**src/rtl/dpll_pkg.sv**
```systemverilog
// Shared types and defaults for the DPLL phase detector / K-counter front end.
package dpll_pkg;

    typedef enum logic [1:0] {
        IDLE      = 2'd0,
        REF_FIRST = 2'd1,
        FB_FIRST  = 2'd2
    } phase_state_t;

    typedef enum logic [1:0] {
        NONE = 2'd0,
        UP   = 2'd1,
        DN   = 2'd2
    } vote_t;

    localparam int K_DEF    = 8;
    localparam int HOLD_MIN = 3;

endpackage

```
**src/rtl/edge_sync.sv**
```systemverilog
// Two-flop synchroniser for an asynchronous input followed by a rising-edge
// detector; rise is a one-cycle pulse in the clk domain.
module edge_sync (
    input  logic clk,
    input  logic reset,
    input  logic din,
    output logic rise
);

    logic meta_r;
    logic sync_r;
    logic prev_r;

    // Synchroniser chain plus one delayed copy for edge detection
    always_ff @(posedge clk or negedge reset) begin
        if (!reset) begin
            meta_r <= 1'b0;
            sync_r <= 1'b0;
            prev_r <= 1'b0;
        end else begin
            meta_r <= din;
            sync_r <= meta_r;
            prev_r <= sync_r;
        end
    end

    assign rise = sync_r & ~prev_r;

endmodule

```
**src/rtl/phase_kcounter.sv**
```systemverilog
// DPLL front end: phase detector FSM between reference and feedback edges,
// feeding a random-walk K-counter that emits spaced inc/dec pulses.
module phase_kcounter
    import dpll_pkg::*;
#(
    parameter int K       = K_DEF,
    parameter int ACC_W   = 8,
    parameter int HOLD    = 4,
    parameter int MAX_WIN = 255
) (
    input  logic                    clk,
    input  logic                    reset,
    input  logic                    refIn,
    input  logic                    fbIn,
    input  logic                    enable,
    output logic                    incOut,
    output logic                    decOut,
    output logic signed [ACC_W-1:0] acc,
    output logic                    lead,
    output logic                    lag,
    output logic                    slip
);

    localparam int WIN_W  = $clog2(MAX_WIN + 1);
    localparam int HOLD_W = $clog2(HOLD);

    localparam logic [WIN_W-1:0]         WIN_ZERO  = WIN_W'(0);
    localparam logic [WIN_W-1:0]         WIN_ONE   = WIN_W'(1);
    localparam logic [WIN_W-1:0]         WIN_LAST  = WIN_W'(MAX_WIN - 1);
    localparam logic [HOLD_W-1:0]        HOLD_ZERO = HOLD_W'(0);
    localparam logic [HOLD_W-1:0]        HOLD_ONE  = HOLD_W'(1);
    localparam logic [HOLD_W-1:0]        HOLD_LOAD = HOLD_W'(HOLD - 1);
    localparam logic signed [ACC_W-1:0]  ACC_ZERO  = ACC_W'(0);
    localparam logic signed [ACC_W-1:0]  ACC_ONE   = ACC_W'(1);
    localparam logic signed [ACC_W-1:0]  ACC_MAX   = ACC_W'(K - 1);
    localparam logic signed [ACC_W-1:0]  ACC_MIN   = -ACC_MAX;

    logic                    ref_edge_s;
    logic                    fb_edge_s;
    phase_state_t            state_r;
    phase_state_t            state_nxt_s;
    logic [WIN_W-1:0]        win_r;
    logic [WIN_W-1:0]        win_nxt_s;
    vote_t                   vote_s;
    logic                    slip_r;
    logic                    slip_nxt_s;
    logic signed [ACC_W-1:0] acc_r;
    logic signed [ACC_W-1:0] acc_nxt_s;
    logic [HOLD_W-1:0]       hold_r;
    logic [HOLD_W-1:0]       hold_nxt_s;
    logic                    inc_r;
    logic                    inc_nxt_s;
    logic                    dec_r;
    logic                    dec_nxt_s;

    edge_sync u_ref_sync (
        .clk   (clk),
        .reset (reset),
        .din   (refIn),
        .rise  (ref_edge_s)
    );

    edge_sync u_fb_sync (
        .clk   (clk),
        .reset (reset),
        .din   (fbIn),
        .rise  (fb_edge_s)
    );

    // Phase FSM: window opens on the first edge, closes on the other edge or timeout
    always_comb begin
        state_nxt_s = state_r;
        win_nxt_s   = win_r;
        vote_s      = NONE;
        slip_nxt_s  = 1'b0;
        if (!enable) begin
            state_nxt_s = IDLE;
            win_nxt_s   = WIN_ZERO;
        end else begin
            case (state_r)
                IDLE: begin
                    if (ref_edge_s && !fb_edge_s) begin
                        state_nxt_s = REF_FIRST;
                        win_nxt_s   = WIN_ZERO;
                    end else if (fb_edge_s && !ref_edge_s) begin
                        state_nxt_s = FB_FIRST;
                        win_nxt_s   = WIN_ZERO;
                    end else begin
                        state_nxt_s = IDLE;
                    end
                end
                REF_FIRST: begin
                    if (fb_edge_s) begin
                        state_nxt_s = IDLE;
                    end else if (win_r == WIN_LAST) begin
                        state_nxt_s = IDLE;
                        slip_nxt_s  = 1'b1;
                    end else begin
                        vote_s    = UP;
                        win_nxt_s = win_r + WIN_ONE;
                    end
                end
                FB_FIRST: begin
                    if (ref_edge_s) begin
                        state_nxt_s = IDLE;
                    end else if (win_r == WIN_LAST) begin
                        state_nxt_s = IDLE;
                        slip_nxt_s  = 1'b1;
                    end else begin
                        vote_s    = DN;
                        win_nxt_s = win_r + WIN_ONE;
                    end
                end
                default: begin
                    state_nxt_s = IDLE;
                    win_nxt_s   = WIN_ZERO;
                end
            endcase
        end
    end

    // K-counter: saturates at +-(K-1) while the hold-off is still running
    always_comb begin
        acc_nxt_s = acc_r;
        inc_nxt_s = 1'b0;
        dec_nxt_s = 1'b0;
        if (hold_r != HOLD_ZERO) begin
            hold_nxt_s = hold_r - HOLD_ONE;
        end else begin
            hold_nxt_s = HOLD_ZERO;
        end
        case (vote_s)
            UP: begin
                if (acc_r < ACC_MAX) begin
                    acc_nxt_s = acc_r + ACC_ONE;
                end else if (hold_r == HOLD_ZERO) begin
                    inc_nxt_s  = 1'b1;
                    acc_nxt_s  = ACC_ZERO;
                    hold_nxt_s = HOLD_LOAD;
                end else begin
                    acc_nxt_s = ACC_MAX;
                end
            end
            DN: begin
                if (acc_r > ACC_MIN) begin
                    acc_nxt_s = acc_r - ACC_ONE;
                end else if (hold_r == HOLD_ZERO) begin
                    dec_nxt_s  = 1'b1;
                    acc_nxt_s  = ACC_ZERO;
                    hold_nxt_s = HOLD_LOAD;
                end else begin
                    acc_nxt_s = ACC_MIN;
                end
            end
            default: begin
                acc_nxt_s = acc_r;
            end
        endcase
    end

    // Phase state, window count and slip registers
    always_ff @(posedge clk or negedge reset) begin
        if (!reset) begin
            state_r <= IDLE;
            win_r   <= WIN_ZERO;
            slip_r  <= 1'b0;
        end else begin
            state_r <= state_nxt_s;
            win_r   <= win_nxt_s;
            slip_r  <= slip_nxt_s;
        end
    end

    // Accumulator, hold-off and pulse output registers
    always_ff @(posedge clk or negedge reset) begin
        if (!reset) begin
            acc_r  <= ACC_ZERO;
            hold_r <= HOLD_ZERO;
            inc_r  <= 1'b0;
            dec_r  <= 1'b0;
        end else begin
            acc_r  <= acc_nxt_s;
            hold_r <= hold_nxt_s;
            inc_r  <= inc_nxt_s;
            dec_r  <= dec_nxt_s;
        end
    end

    assign incOut = inc_r;
    assign decOut = dec_r;
    assign acc    = acc_r;
    assign slip   = slip_r;
    assign lead   = (state_r == REF_FIRST);
    assign lag    = (state_r == FB_FIRST);

endmodule

```
**config.mk**
```make
export PLATFORM = sky130hd
export DESIGN_NAME = phase_kcounter
export DESIGN_NICKNAME = d
export VERILOG_FILES = /design/src/rtl/dpll_pkg.sv /design/src/rtl/edge_sync.sv /design/src/rtl/phase_kcounter.sv
export SDC_FILE = /design/constraint.sdc
export NUM_CORES = 1
export LEC_CHECK = 0
export ABC_AREA = 1
export CAP_MARGIN = 15
export CORE_ASPECT_RATIO = 1.4
export CORE_UTILIZATION = 42
export CTS_CLUSTER_DIAMETER = 40
export DETAILED_ROUTE_END_ITERATION = 12
export MAX_ROUTING_LAYER = met4
export RECOVER_POWER = 25
export SLEW_MARGIN = 30
export SYNTH_ARGS = -nofsm -noshare
export SYNTH_HDL_FRONTEND = slang
export SYNTH_SLANG_ARGS = --single-unit
```
**constraint.sdc**
```tcl
create_clock -name clk -period 5.6 [get_ports clk]
set_clock_uncertainty 0.2 [all_clocks]
set_input_delay 0.84 -clock clk [delete_from_list [all_inputs] [get_ports clk]]
set_output_delay 0.84 -clock clk [all_outputs]
set_load 0.02 [all_outputs]
```
# == Word level (Yosys, flattened, before mapping) ==
# Cells that the tools add are included.
# totals
register_bits,29
latch_bits,0
mem_bits_rw,0
romBits,0
input_bits,5
output_inout_bits,13
wordCells,80
mem_count,0
# classes
addsub,4
multipliers,0
n_div,0
n_lt_le_gt_ge,2
eq_ne,8
shifts,0
muxes,40
n_bitwise,4
n_reduce_logical,9
# op_table
op,count
two-way mux 8 bit,9
two-way mux 2 bit,13
one-hot mux 8 bit (3 select lines),1
one-hot mux 8 bit (2 select lines),1
two-way mux 1 bit,11
adder 8 x 1 -> 8 bit (second input constant),1
adder 8 x 2 -> 8 bit (second input constant),1
== test 8 bit (second input constant),1
> comparator 8 x 4 -> 1 bit (second input constant),1
< comparator 8 x 4 -> 1 bit (second input constant),1
one-hot mux 2 bit (2 select lines),2
subtractor 8 x 2 -> 8 bit (second input constant),1
inequality test 3 bit (second input constant),2
one-hot mux 2 bit (3 select lines),1
== test 2 x 1 -> 1 bit (second input constant),2
== test 2 bit (second input constant),2
zero test 2 bit,2
inequality test 4 bit (second input constant),1
nonzero test 2 bit,2
two-way mux 3 bit,1
AND reduction 3 bit,1
AND 1 bit,2
logical AND 1 bit,2
zero test 1 bit,2
other kinds (3),4

# == Logic depth before layout (Yosys ltp) ==
# depth
word_depth,8
depth_mapped,15
ltp_nobuf,15

# == Hierarchy ==
# Synthesis repeated with hierarchy kept, for this count alone.
# hier_totals
hier_cells,290
hier_area_um2,2018.2
# modules_own_cells
module,instances,cells_each,area_per_inst_um2,seq_area_each_um2
phase_kcounter,1,280,1848.0,575.6
edge_sync,2,5,85.1,75.1

# == Worst setup path after synthesis ==
# OpenSTA, ideal clock, no wires.
# synth_path
kind,input -> register
start,input port enable
end,register hold_r[0]
setup_ps,113
arrival_time_ps,2328
t_required_ps,5287
setup_slack_ps,2959
cell_stages,12
path_buffers,2
path_cell_list,buf_2 -> nand2_1 -> inv_1 -> nand2_1 -> nor2_1 -> inv_1 -> ha_1 -> clkbuf_1 -> inv_1 -> or2_2 -> nand2_1 -> inv_1
# synth_between
elab_chain_len,3
word_cells_on_any_way,4
classes_between,eq/ne (2); mux (2)
# synth_lines
element,line_no,source
"start, declared",phase_kcounter.sv:15,"input logic enable,"
two-way mux 2 bit *,phase_kcounter.sv:76,if (!enable) begin
== test 2 bit or == test 2 x 1 -> 1 bit (tied branches),phase_kcounter.sv:132,case (vote_s)
one-hot mux 2 bit (2 select lines) *,phase_kcounter.sv:132,
via hold_nxt_s[0],phase_kcounter.sv:50,logic [HOLD_W-1:0] hold_nxt_s;
"end signal, assigned",phase_kcounter.sv:183,hold_r <= hold_nxt_s;
"end, declared",phase_kcounter.sv:49,logic [HOLD_W-1:0] hold_r;
# Mark *: on every way through the listed nets, which the timed path passes. The rest lies on a longest branch.
# A chain may end at the register's enable or synchronous reset.

# == Worst setup path in the final report ==
# Same ends and word-level chain as after synthesis.

==> summary.txt <==
Global routing
  • Grt ovf: 0
  • Largest net degree at the start of global routing: 30
  • Vias in the first global route: 1,780
  • First-pass GRT wire length: 7760 um
  • GRT Total Usage: 20.2%
  • Initial antenna violation count: 0

Floorplanning
  • Initial Utilization: ~44%
  • IO Count: 18
  • Die height: 84.2 um
  • Floorplan row count: 29
  • Core region area: between 4000 and 5000 um2
  • Die area: 5110 um2
  • Die W: 60.7 um

Finish
  • Layout area overhead: 15.0%
  • Most frequent cells in the layout: nand2_1 (83), inv_1 (37), dfrtp_1 (29)
  • Post-route cell area: approximately 2300 um2
  • Fin util: between 50% and 60%
  • Share of cells above drive strength 1: under 10%
  • ANT cells: 0
  • Layout net count: 318
  • Final std cells w/o fill: 362
  • Commonest non-fill, non-tap cell in the layout: nand2_1

Placed design
  • IO buf count: 17
  • Dpl ws: 2.09 ns
  • Placed instance area: 2230 um2
  • GP Congestion: roughly 0.91
  • DP HPWL: 3220 um
  • Placed cell count: about 350

Pwr
  • Max VDD drop: 0.171 mV
  • Pwr/cell area: about 300 nW/um2
  • Final Total Pwr: 0.701 mW
  • P_leak: 1.19 nW

Timing
  • Final Max Tran Viols: 30
  • Endpoints failing setup: 0
  • Final TNS setup: 0 ns
  • Hold_ws: 0.147 ns
  • Worst slew margin: -5.24%
  • Fin crit share: 57.5%
  • Final Hold Violating Endpoints: 0
  • Tmin final: 3.22 ns
  • Final setup margin: around 2.4 ns
  • Actual slew at the worst max-slew pin: 1.58 ns
  • RSZ-0062 raised after global routing: no
  • Max frequency: between 300 and 400 MHz

Setup path
  • CP arrival: 3.19 ns
  • Reg2Reg Depth: 12
  • Worst Path Class, Setup: in -> reg
  • CP Capture Type: flop
  • Slowest-stage cell, CP: clkdlybuf4s50_1
  • Flop2flop setup slack: ~2.8 ns
  • Most used cell, CP: inv_1
  • RR Endpoint: hold_r[0]$_DFF_PN0_
  • R2R Path Start: state_r[0]$_DFF_PN0_
  • Worst Setup Start Kind: primary input
  • Crit Path Max Fanout: 13
  • CP Data Required Time: 5.57 ns
  • Cell Chain, Critical Path: clkdlybuf4s50_1 > nand2_1 > inv_1 > nand2_1 > nor2_1 > inv_1 > ha_1 > inv_1 > or2_2 > nand2_1 > inv_1
  • Crit-path max cell delay: around 0.72 ns

Route
  • Drt first pass iters: 4
  • DRT antenna net count: 0
  • Residual DRC: 0
  • Final WL: 4430 um
  • Vias: ~1.8k
  • Wire length per cell: around 12 um
  • Vias/cell: 5.05
  • DRT iter0 DRCs: 139

CTS
  • Worst-path clk slew: 0.06 ns
  • Root buf cell: clkbuf_8
  • Post-CTS setup buffers: 0
  • Clock latency on the worst-skew pair: 0.27 ns
  • H-tree levels: 2
  • Resized Gates After CTS: 0
  • Clk sinks: 29
  • Hold Buf Count CTS: 0
  • Num CTS Buffers: 5
  • CTS tree: done
  • Buffer levels on the longest clock path: 2

Flow run
  • Max-cap violations: 1

Outcome
  • Failing checks: capacitance limit, slew limit
  • Outcome: finished, violations left

Logic synthesis
  • Synth Area in XOR/XNOR: 0.864%
  • Mux cell area share after synthesis: 0%
  • Synthesis Warnings: 0
  • Mapped Cells: 281
  • Syn Nets: 300
  • Area leader, netlist: dfrtp_1
  • Synth area leaders: dfrtp_1 (36%), nand2_1 (15%), ha_1 (8.6%), nand3_1 (6.9%), inv_1 (6.8%)
  • Largest family of logic cells by synthesized area: simple AND/OR/NAND/NOR gates
  • Flops & latches, synth: 29
  • Post-synthesis compound-gate area fraction: 7.77%
  • Synthesized cell area: 2030 um2
  • Part of the Yosys area used for sequential elements: between 30% and 40%
  • Share of the synthesized area in the top cell type: between 30% and 40%
  • Netlist cell types: 24
  • Simple-gate share of the synthesized area: 37.7%
  • Synth Area in Adders: 8.64%
  • Synth Area per Inst: 7.22 um2

Worst hold path
  • Hold Path Class: reg -> reg
  • Worst hold stages: 0
  • Hold EP: u_fb_sync.sync_r$_DFF_PN0_
  • Hold Crit Start: u_fb_sync.meta_r$_DFF_PN0_
-- state kept, by name (all words and copies together) (netlist names) --
register and flops:
decOut 1, slip 1, u_fb_sync.sync_r 1, incOut 1, u_ref_sync.sync_r 1, u_ref_sync.meta_r 1, acc 8, u_ref_sync.prev_r 1
u_fb_sync.prev_r 1, win_r 8, state_r 2, hold_r 2, u_fb_sync.meta_r 1
-- how the worst max path moves through the flow --
stage | start | end | slack [ns] | cells after the start
detailed placement | enable | hold_r[0]$_DFF_PN0_ | 2.09 | 11
floorplan | enable | hold_r[0]$_DFF_PN0_ | 2.96 | 12
global route | enable | hold_r[0]$_DFF_PN0_ | 2.15 | 11
global placement | enable | hold_r[0]$_DFF_PN0_ | 2.17 | 11
finish | enable | hold_r[0]$_DFF_PN0_ | 2.38 | 11
CTS | enable | hold_r[0]$_DFF_PN0_ | 2.38 | 11
-- synthesized netlist by cell type --
library cell  number
nand3_1           28
nand2_4            2
o21bai_4           1
nand4_1           15
a31o_2             1
buf_2              5
nand2_1           83
o21ai_0           10
a21o_2             1
nand3_4            1
dfrtp_1           29
nand2_2            4
or2_2              5
ha_1              14
nand3_2            1
clkbuf_1           1
buf_12             1
a31oi_1            3
a21oi_1            7
xor2_1             2
nor2_2             3
nor2_1            25
inv_1             37
o21ai_2            2
-- metal layers --
layer  vias to the layer above  GRT usage [%]  share of wire (%)
li1                        936              -                  -
met1                       854           23.8                 44
met2                        29           33.1                 51
met3                         9           3.39                2.8
met4                         0           8.88                1.8
met5                         -              -                  0
-- logic make-up after synthesis --
kind of cell / after synthesis
XOR/XNOR: 2
AND/OR/NAND/NOR: 167
adder cells (fa/ha/maj): 14
flip-flops: 29
buffers and inverters: 44
AO/OA/AOI/OAI: 25
-- critical path, delay by kind of cell --
kind / cells / cell delay (ns)
buffers and inverters: 5 / 1.16
and+or+nand+nor: 5 / 0.75
adders and majority gates: 1 / 0.42
-- layout make-up --
cell class              instances  area [um2]
well taps                      62        77.6
clock buffers                   7        96.3
fillers                       496        2240
repair buffers                 18         174
multi-input cells             208        1110
inverters                      37         139
clock inverters                 1        5.00
flip-flops and latches         29         726
-- where the power goes --
part	switching, mW	internal (mW)
Sequential	0.0433	0.227
Combinational	0.146	0.0958
Clock	0.0773	0.111
Total	0.267	0.434
No activity file was read; power rests on OpenSTA's default activity.
==> variant 1, RTL diff (same flow settings) <==
Make the reset (`reset`) synchronous in 3 clocked blocks. Comments in the files are not updated.
--- a/src/rtl/edge_sync.sv
+++ b/src/rtl/edge_sync.sv
@@ -12,7 +12,7 @@
     logic prev_r;
 
     // Synchroniser chain plus one delayed copy for edge detection
-    always_ff @(posedge clk or negedge reset) begin
+    always_ff @(posedge clk) begin
         if (!reset) begin
             meta_r <= 1'b0;
             sync_r <= 1'b0;
--- a/src/rtl/phase_kcounter.sv
+++ b/src/rtl/phase_kcounter.sv
@@ -159,7 +159,7 @@
     end
 
     // Phase state, window count and slip registers
-    always_ff @(posedge clk or negedge reset) begin
+    always_ff @(posedge clk) begin
         if (!reset) begin
             state_r <= IDLE;
             win_r   <= WIN_ZERO;
@@ -172,7 +172,7 @@
     end
 
     // Accumulator, hold-off and pulse output registers
-    always_ff @(posedge clk or negedge reset) begin
+    always_ff @(posedge clk) begin
         if (!reset) begin
             acc_r  <= ACC_ZERO;
             hold_r <= HOLD_ZERO;
Function: differs if reset is asserted again (counterexample within 4 cycles, from zero or initial values and one cycle with reset low); with reset held inactive, the same outputs for 10 cycles.
==> variant 1 against the unedited design <==
  * Maximum frequency grew 19%
  * Routed wire length grew 1.5%
  * Worst hold slack improved by 63 ps
  * Register-to-register slack better by 110 ps
  * Cell area down 0.11%
  * Synthesized cell count is 7.8% higher
  * Non-clock buffer count down 1
  * Sequential cell count unchanged
  * Final cell count grew 6.1%
  * Worst setup slack gained 510 ps
  * Synthesized area is 0.99% lower
  * Largest cell class unchanged
Power is not compared: it rests on default switching activity, and its combinational part moved more than twofold at a synthesized area within 25%.
==> variant 1: results (changes against the unedited design) <==
most common library cells after synthesis: nand2_1, inv_1, nor2_1, nand3_1, dfxtp_1 (was nand2_1, inv_1, dfrtp_1, nand3_1, nor2_1)
buffer share of cell area: 7.304% (was 7.457%)
max incr delay on CP: 450 ps (was 720 ps)
Nets: 342 (was 318)
Mapped Nets: 324 (was 300)
layout filler cell count: 500 (was 496)
Crit Reg-Reg Startpoint: state_r[0]$_SDFF_PN0_ (was state_r[0]$_DFF_PN0_)
routed vias/inst: 4.922 (was 5.050)
CP Max Fanout: 16 (was 13)
Vias: 1890 (was 1828)
multi-input gate count: 222 (was 208)
Post-Syn Area per Cell: 6.628 um^2 (was 7.218 um^2)
Hold Startpoint: u_ref_sync.meta_r$_SDFF_PN0_ (was u_fb_sync.meta_r$_DFF_PN0_)
Cells after DPL: 376 (was 354)
DP Worst Slack: 2658 ps (was 2089 ps)
synth top area cells: dfxtp_1, nand2_1, ha_1, inv_1, nand3_1 (was dfrtp_1, nand2_1, ha_1, nand3_1, inv_1)
multi-input gate share of the layout cell area: 52.04% (was 47.80%)
GRT Total Usage: 20.21% (was 20.25%)
met2 wire len: 2392 um (was 2271 um)
sequential share of cell area: 24.92% (was 31.12%)
run status: finished, final reports clean (was complete, but fails checks)
DRT Wirelength: 4498 um (was 4431 um)
Post-synth ARST share: 0% (was 100.0%)
distinct cell type count after synthesis: 28 (was 24)
clk cell area share: 4.995% (was 4.345%)
slowest CP cell: ha_1 (was clkdlybuf4s50_1)
worst setup path start: state_r[0]$_SDFF_PN0_ (was enable)
final core occ: 50.96% (was 51.01%)
Slew HR: 59.44% (was -5.244%)
hold endpoint: u_ref_sync.sync_r$_SDFF_PN0_ (was u_fb_sync.sync_r$_DFF_PN0_)
## variant 1: changes by cell type in the layout (fill, tap and decap cells not counted), moves of 4 or more
cell / before / now
inv_1: 37 / 45
a21oi_1: 7 / 12
dfxtp_1: 0 / 29
dfrtp_1: 29 / 0
nand4_1: 15 / 8
nor2_1: 25 / 36
nand2_1: 83 / 74
nand3_1: 28 / 32
## variant 1: worst max path at each step
stage                                end
finish               acc[3]$_SDFFE_PN0N_
global placement     acc[3]$_SDFFE_PN0N_
CTS                  acc[4]$_SDFFE_PN0N_
global route         acc[5]$_SDFFE_PN0N_
floorplan           hold_r[0]$_SDFF_PN0_
detailed placement   acc[4]$_SDFFE_PN0N_
## variant 1: logic make-up after synthesis
group,synth area share (%)
and+or+nand+nor,38.63
xor gates and xnor gates,2.617
buffers and inverters,10.72
AOI/OAI and AO/OA,9.159
adders and majority gates,9.969
DFF,28.91
==> variant 2, RTL diff (same settings) <==
Without the edit above. `MAX_WIN`: 255 -> 510.
--- a/src/rtl/phase_kcounter.sv
+++ b/src/rtl/phase_kcounter.sv
@@ -6,7 +6,7 @@
     parameter int K       = K_DEF,
     parameter int ACC_W   = 8,
     parameter int HOLD    = 4,
-    parameter int MAX_WIN = 255
+    parameter int MAX_WIN = 510
 ) (
     input  logic                    clk,
     input  logic                    reset,
Check against the original RTL: no difference found for any inputs over 10 cycles, from zero or initial values and one cycle with reset low; that may be too few to reach the edited logic, so the function may still have changed.
==> variant 2 against the unedited design <==
  * The flow still finishes with violations (max-capacitance violations, max-slew violations)
  * Power decreased by 0.88%
  * Combinational power increased by 2%
  * Critical path type unchanged
  * Clock power decreased by 5%
  * Largest power group unchanged
  * Synthesized area increased by 4.8%
  * Worst hold slack improved by 5.8 ps
  * Sequential cell count increased by 1
  * Cell area increased by 4.7%
  * Die area increased by 4.7%
  * Worst setup slack improved by 71 ps
  * Count of clock-buffer cells in the layout unchanged
  * Final cell count increased by 6.9%
  * Maximum frequency increased by 2.2%
  * Routed wire length increased by 4.5%
==> variant 2: results (changes against the unedited design) <==
run status: complete, but fails checks (unchanged)
failing checks: max-capacitance violations, max-slew violations (unchanged)
Clk. pwr: 178 uW (was 188 uW)
Slew HR: -7.534% (was -5.244%)
final worst path period need: 3147 ps (was 3218 ps)
routed vias/inst: 4.910 (was 5.050)
Iter 0 DRT Violations: 145 (was 139)
Crit path max-delay family: buffers and inverters (unchanged)
largest net degree at the start of global routing: 31 (was 30)
distinct cell type count after synthesis: 30 (was 24)
first-pass GRT wire length: 8286 um (was 7755 um)
met2 Track Usage GR: 37.26% (was 33.07%)
Post-Synth Adder-Cell Area: 8.240% (was 8.637%)
GR met1 Demand/Resource: 21.04% (was 23.76%)
met2 wire len: 2433 um (was 2271 um)
share of cells above drive strength 1: 9.907% (was 9.667%)
internal power: 432.1 uW (was 434.0 uW)
Mapped Nets: 320 (was 300)
hold endpoint: u_ref_sync.sync_r$_DFF_PN0_ (was u_fb_sync.sync_r$_DFF_PN0_)
most common library cells after synthesis: nand2_1, inv_1, dfrtp_1, nand3_1, nor2_1 (unchanged)
Comb group: 248 uW (was 242 uW)
FF-to-FF path depth: 12 (unchanged)
leak pwr: 1.270 nW (was 1.186 nW)
GP Congestion: 0.8785 (was 0.9134)
hold slack: 152.6 ps (was 146.8 ps)
met3 Track Usage GR: 2.895% (was 3.390%)
Max IR drop VDD: 131.3 uV (was 171.3 uV)
max incr delay on CP: 630 ps (was 720 ps)
synth top area cells: dfrtp_1, nand2_1, inv_1, ha_1, nand3_1 (was dfrtp_1, nand2_1, ha_1, nand3_1, inv_1)
Post-Syn Area per Cell: 7.062 um^2 (was 7.218 um^2)
Slew Viols, Final: 31 (was 30)
met3 WL: 90 um (was 124 um)
CP Max Fanout: 14 (was 13)
CP Data Arrival Time: 3130 ps (was 3190 ps)
vias in the first global route: 1913 (was 1780)
Nets: 341 (was 318)
Post-synth ARST share: 100.0% (unchanged)
Crit Reg-Reg Startpoint: state_r[1]$_DFF_PN0_ (was state_r[0]$_DFF_PN0_)
DR WL/cell: 11.96 um (was 12.24 um)
sequential area share after synthesis: 35.31% (was 35.78%)
Reg2Reg Setup Slack: 2790 ps (was 2780 ps)
maxcap violations: 1 (unchanged)
Setup crit end: hold_r[0]$_DFF_PN0_ (unchanged)
Post-Layout Cell Count: 387 (was 362)
GRT Total Usage: 20.31% (was 20.25%)
YS warnings: 0 (unchanged)
complex-gate fraction of the synthesized area: 7.475% (was 7.773%)
Cells after DPL: 379 (was 354)
DP Area: 2355 um^2 (was 2235 um^2)
Hold Startpoint: u_ref_sync.meta_r$_DFF_PN0_ (was u_fb_sync.meta_r$_DFF_PN0_)
Hold WC Path Type: register to register (unchanged)
DP Worst Slack: 2144 ps (was 2089 ps)
M1 WL: 1980 um (was 1956 um)
xor/xnor share of the synthesized area: 1.236% (was 0.8637%)
HPWL after DPL: 3549 um (was 3216 um)
max FFs per register: 9
Antenna Cells: 0 (unchanged)
TritonRoute pass-1 iters: 4 (unchanged)
-- variant 2: final cells by class --
| type | instances | area, um^2 |
|---|---|---|
| Clock buffer | 7 | 86.33 |
| Inverter | 52 | 195.2 |
| Fill cell | 488 | 2400 |
| Timing Repair Buffer | 18 | 173.9 |
| Tap cell | 64 | 80.08 |
| Clock inverter | 1 | 5.005 |
| Sequential cell | 30 | 750.7 |
| Multi-Input combinational cell | 215 | 1151 |
-- variant 2: worst reg2reg max path: stages, from the launching register on --
cell and delay (ps):
dfrtp_1 390, inv_1 90, ha_1 390, nand2_1 100, inv_1 90, nand2_1 70
nor3_1 210, inv_1 80, ha_1 400, inv_1 250, or2_2 340, nand2_1 60
inv_1 30
-- variant 2: cells by family (layout without fill, tap and decap cells) --
kind of cell / Yosys count / in the layout
DFF: 30 / 30
and+or+nand+nor: 173 / 173
adders and majority gates: 14 / 14
xor gates and xnor gates: 3 / 3
buffers and inverters: 56 / 78
AOI/OAI and AO/OA: 25 / 25
